===== config.mk =====
export PLATFORM = sky130hd
export DESIGN_NAME = ifetch_queue
export DESIGN_NICKNAME = d
export VERILOG_FILES = /design/src/rtl/ifetch_queue.sv
export SDC_FILE = /design/constraint.sdc
export NUM_CORES = 1
export LEC_CHECK = 0
export CAP_MARGIN = 40
export CORE_AREA = 10 10 105 153
export CTS_CLUSTER_DIAMETER = 150
export DETAILED_ROUTE_END_ITERATION = 10
export DIE_AREA = 0 0 115 163
export GPL_ROUTABILITY_DRIVEN = 0
export PLACE_DENSITY = 0.94
export SETUP_SLACK_MARGIN = 0.4
export SLEW_MARGIN = 20
export SYNTH_ARGS = -nofsm -noshare
export SYNTH_HDL_FRONTEND = slang
export SYNTH_SLANG_ARGS = --single-unit

===== constraint.sdc =====
create_clock -name clk -period 9.1 [get_ports clk]
set_input_delay 0.91 -clock clk [delete_from_list [all_inputs] [get_ports clk]]
set_output_delay 0.91 -clock clk [all_outputs]
set_load 0.02 [all_outputs]

===== src/rtl/ifetch_queue.sv =====
// ifetch_queue: instruction-fetch front end for a single-cycle datapath.
//
// Owns the word-addressed fetch PC, issues one request at a time to a
// variable-latency instruction memory, buffers returned instructions
// (tagged with their PC) in a DEPTH-entry FIFO and hands them to the
// datapath over a valid/ready handshake. A redirect flushes the queue and
// restarts fetch at the redirect target.
//
// Ports:
//   clk, reset         clock and synchronous active-high reset
//   imem_req/addr      registered fetch request and word address
//   imem_ack/rdata     memory response (ack meaningful only while req=1)
//   redirect_valid/pc  flush and restart fetch at redirect_pc
//   inst_valid/ready   head-of-queue handshake with the datapath
//   inst, inst_pc      head instruction and its PC (NOP / 0 when empty)
//   count              queue occupancy
module ifetch_queue #(
  parameter int              PC_W     = 8,
  parameter int              INS_W    = 32,
  parameter int              DEPTH    = 4,
  parameter logic [PC_W-1:0] RESET_PC = '0
) (
  input  logic                       clk,
  input  logic                       reset,
  output logic                       imem_req,
  output logic [PC_W-1:0]            imem_addr,
  input  logic                       imem_ack,
  input  logic [INS_W-1:0]           imem_rdata,
  input  logic                       redirect_valid,
  input  logic [PC_W-1:0]            redirect_pc,
  output logic                       inst_valid,
  input  logic                       inst_ready,
  output logic [INS_W-1:0]           inst,
  output logic [PC_W-1:0]            inst_pc,
  output logic [$clog2(DEPTH+1)-1:0] count
);

  localparam int CW = $clog2(DEPTH + 1);
  localparam int AW = $clog2(DEPTH);
  localparam logic [INS_W-1:0] NOP = INS_W'(32'h0000_0013);

  typedef enum logic [1:0] {IDLE, FETCH, DRAIN} state_t;

  state_t          state_reg, state_next;
  logic [PC_W-1:0] addr_reg, addr_next;
  logic [PC_W-1:0] redir_reg, redir_next;
  logic [CW-1:0]   count_reg, count_next, count_step;
  logic [AW-1:0]   head_reg, tail_reg;
  logic            push, pop, flush;

  // Small queue kept in registers so the head is visible combinationally
  // in the cycle right after the ack.
  logic [PC_W-1:0]  pc_mem  [DEPTH];
  logic [INS_W-1:0] ins_mem [DEPTH];

  assign imem_req   = (state_reg != IDLE);
  assign imem_addr  = addr_reg;
  assign count      = count_reg;
  assign inst_valid = (count_reg != '0);
  assign inst       = inst_valid ? ins_mem[head_reg] : NOP;
  assign inst_pc    = inst_valid ? pc_mem[head_reg]  : '0;

  // A redirect wins over both push and pop and empties the queue.
  assign flush      = redirect_valid;
  assign push       = imem_req & imem_ack & (state_reg == FETCH) & ~redirect_valid;
  assign pop        = inst_valid & inst_ready & ~redirect_valid;
  assign count_step = count_reg + CW'(push) - CW'(pop);
  assign count_next = flush ? '0 : count_step;

  always_comb begin
    state_next = state_reg;
    addr_next  = addr_reg;
    redir_next = redir_reg;
    case (state_reg)
      IDLE: begin
        if (redirect_valid) begin
          addr_next  = redirect_pc;
          state_next = FETCH;
        end else if (count_step < CW'(DEPTH)) begin
          state_next = FETCH;
        end
      end
      FETCH: begin
        if (imem_ack) begin
          if (redirect_valid) begin
            addr_next = redirect_pc;
          end else begin
            addr_next = addr_reg + 1'b1;
            // Only keep requesting while a free slot is guaranteed.
            if (!(count_step < CW'(DEPTH))) state_next = IDLE;
          end
        end else if (redirect_valid) begin
          // Address must stay put until the in-flight request returns.
          redir_next = redirect_pc;
          state_next = DRAIN;
        end
      end
      DRAIN: begin
        if (redirect_valid) redir_next = redirect_pc;
        if (imem_ack) begin
          addr_next  = redirect_valid ? redirect_pc : redir_reg;
          state_next = FETCH;
        end
      end
      default: state_next = IDLE;
    endcase
  end

  always_ff @(posedge clk) begin
    if (reset) begin
      state_reg <= IDLE;
      addr_reg  <= RESET_PC;
      redir_reg <= '0;
      count_reg <= '0;
      head_reg  <= '0;
      tail_reg  <= '0;
    end else begin
      state_reg <= state_next;
      addr_reg  <= addr_next;
      redir_reg <= redir_next;
      count_reg <= count_next;
      if (flush) begin
        head_reg <= '0;
        tail_reg <= '0;
      end else begin
        if (push) tail_reg <= tail_reg + 1'b1;
        if (pop)  head_reg <= head_reg + 1'b1;
      end
    end
  end

  always_ff @(posedge clk) begin
    if (push) begin
      pc_mem[tail_reg]  <= addr_reg;
      ins_mem[tail_reg] <= imem_rdata;
    end
  end

endmodule


==> results.json <==
{
  "reg_top3": "ins_mem: 128 flops, pc_mem: 32 flops",
  "wl_per_cell_um": 22.83,
  "finalNonFillerCells": 723,
  "post_cts_resized": 0,
  "synth_nets": 504,
  "dieArea_um2": 18750,
  "core_um2": 13400,
  "finalSetupViolCount": 0,
  "placed_area_um2": 8876,
  "synth_ff_type": "edfxtp_1",
  "grt_pass1_wl_um": 25580,
  "layout_min_cycle_time_ns": 3.941,
  "tightest_slew_ns": 0.7610,
  "status": "finished clean",
  "root_buffer": "clkbuf_16",
  "finalHoldViolations": 0,
  "vias": 4356,
  "cts_buffers": 17,
  "rsz0062_at_grt": "false",
  "antenna_found_initial": 0,
  "rrSetupSlack_ns": 5.37,
  "start_kind": "primary input",
  "clock-sinks": 187,
  "synth_top_family_by_area": "multiplexers",
  "drt-initial-drc-count": 328,
  "n_antenna_cell": 0,
  "timing.hold.ws_ns": 0.5219,
  "final_common_cell": "edfxtp_1",
  "holdBufCountCts": 0,
  "largest_register_ffs": 128,
  "ys_types": 45,
  "dp.cells": 690,
  "multi_input_area_um2": 2172,
  "fmax_mhz": 253.8,
  "first_pass_iters": 5,
  "yosysWarnings": 0,
  "path_clk_slew_ns": 0.07,
  "hold_depth": 2,
  "grt_use_total": 0.1805,
  "largest-register": "ins_mem",
  "peakVddDrop_mv": 0.1149,
  "powerDensity_nw_per_um2": 196.3,
  "drc": 0,
  "synthMuxAreaShare": 0.1373,
  "synthCells": 447,
  "grt_pass1_vias": 4615,
  "htree_levels": 4,
  "crit_required_ns": 9.44,
  "die_h_um": 163,
  "synth-compound-area-share": 0.04113,
  "synth_area_um2": 7666,
  "synthXorXnorAreaFrac": 0.009793,
  "die_x_um": 115,
  "hold_end": "redir_reg[0]$_SDFFE_PP0P_",
  "synth-adder-area-share": 0.02056,
  "drt-total-wl_um": 16510,
  "post-cts-setup-buffers": 0,
  "crit_start": "redirect_valid",
  "hp-class": "register to register",
  "grt_start_max_net_pins": 44,
  "fin_nets": 605,
  "num_rows": 52,
  "max_cap_viol_count": 0,
  "path_class": "primary input to register",
  "reg2reg_from": "state_reg[1]$_SDFFE_PP0P_",
  "slew_headroom": 0.4910,
  "fillers": 828,
  "synth_edf_count": 160,
  "r2r_end": "state_reg[0]$_SDFFE_PP0P_",
  "drv_slew": 0,
  "pin_count": 98,
  "cts_max_path_buffers": 2,
  "worstHoldStart": "redir_reg[0]$_SDFFE_PP0P_",
  "async_flop_share": 0,
  "crit_fanout": 29,
  "period_share": 0.4331,
  "finalClockSkew_ns": 0.008683,
  "vias_per_cell": 6.025,
  "worstSetupEndpointType": "register",
  "io_buffer_count": 97,
  "clkLatencyLatePin_ns": 0.43,
  "cts_tree": "yes",
  "r2r_cells": 13,
  "synthToLayoutAreaGrowth_pct": 23.44,
  "dp_hpwl_um": 10530,
  "yosysSeqAreaShare": 0.6972,
  "final_cell_mix": "160 x edfxtp_1, 97 x clkdlybuf4s50_1, 41 x nor2b_1, 40 x mux4_2, 25 x dfxtp_1",
  "synth-simple-area-share": 0.07328,
  "drive_above_1_share": 0.1711,
  "tns_ns": 0,
  "fin_area_um2": 9463,
  "antenna_left": 0,
  "synth-seq-cells": 187,
  "grt-ovfl-total": 0,
  "arrival_ns": 4.29,
  "avgSynthCellArea_um2": 17.15,
  "seq_area_um2": 5348,
  "initial_utilization": 0.5720,
  "leakagePower_nw": 3.030
}
per-stage QoR:
| step | util | power, W | setup WS (ns) |
|---|---|---|---|
| 3_3_place_gp | 0.6548 | 0.001167 | 4.931 |
| 4_1_cts | 0.7040 | 0.001862 | 5.186 |
| 3_5_place_dp | 0.6622 | 0.001177 | 4.766 |
| 2_1_floorplan | - | 0.001094 | 5.459 |
| 6_report | 0.7060 | 0.001857 | 5.159 |
| 5_1_grt | 0.7060 | 0.001916 | 4.999 |
area by class of cell:
type,count,area share
tap,162,0.02142
multi-input combinational,220,0.2295
sequential,187,0.5651
inverter,16,0.006347
timing repair buffer,106,0.1185
clock buffer,18,0.04535
clock inverter,14,0.01375
metal layers:
metal  GRT usage  vias to the layer above  part of all wire
li1            -                     1943                 -
met1      0.2021                     2200              0.36
met2      0.3149                      185              0.55
met3     0.05310                       28             0.067
met4     0.06716                        0             0.019
met5           0                        -                 0
where the power goes:
| part | total (W) | internal (W) | leakage (nW) | switching, W |
|---|---|---|---|---|
| clock | 0.000693 | 0.000362 | 0.275 | 0.000331 |
| combinational | 0.000182 | 0.0000823 | 1.09 | 0.000100 |
| sequential | 0.000982 | 0.000955 | 1.67 | 0.0000266 |
worst max path at each step:
stage	to	slack, ns	depth (start not counted)
6_report	state_reg[0]$_SDFFE_PP0P_	5.16	13
3_3_place_gp	state_reg[0]$_SDFFE_PP0P_	4.93	13
5_1_grt	state_reg[0]$_SDFFE_PP0P_	5.00	13
3_5_place_dp	state_reg[0]$_SDFFE_PP0P_	4.77	13
4_1_cts	state_reg[0]$_SDFFE_PP0P_	5.19	13
2_1_floorplan	state_reg[0]$_SDFFE_PP0P_	5.46	13
critical path: stages:
cell and delay [ns]:
clkdlybuf4s50_1 0.40, buf_4 0.23, nor2b_1 0.30, and3_1 0.38, inv_1 0.08, ha_1 0.28, inv_1 0.04, ha_1 0.18
fa_1 0.37, xnor3_1 0.23, a32o_1 0.25, or4_1 0.48, a21oi_1 0.15
synthesized netlist by cell type, types with 3 or more instances:
master    instances  area share
mux4_2           40        0.12
a21oi_1          11      0.0072
edfxtp_1        160        0.63
o21ai_0           3      0.0020
dfxtp_1          27       0.071
nand2_1          12      0.0059
mux2i_1          14       0.018
ha_1             11       0.018
inv_1            16      0.0078
o211ai_1          4      0.0039
o221ai_1          4      0.0046
nor2_1           21       0.010
xnor2_1           6      0.0069
o221a_2           3      0.0044
nor4_1            3      0.0024
and2_1            4      0.0033
or2_2             5      0.0041
clkbuf_1         17      0.0083
nor2b_1          41       0.033
buf_2             7      0.0046
o31ai_1           3      0.0029
nand3_1           6      0.0039
kinds of logic (layout without fill, tap and decap cells):
group	count (synthesis)	after routing
and+or+nand+nor	103	103
muxes	55	55
DFF	187	187
buffers and inverters	40	154
AOI/OAI and AO/OA	43	43
xor gates and xnor gates	7	7
adders and majority gates	12	12
(Power assumes the default switching activity.)
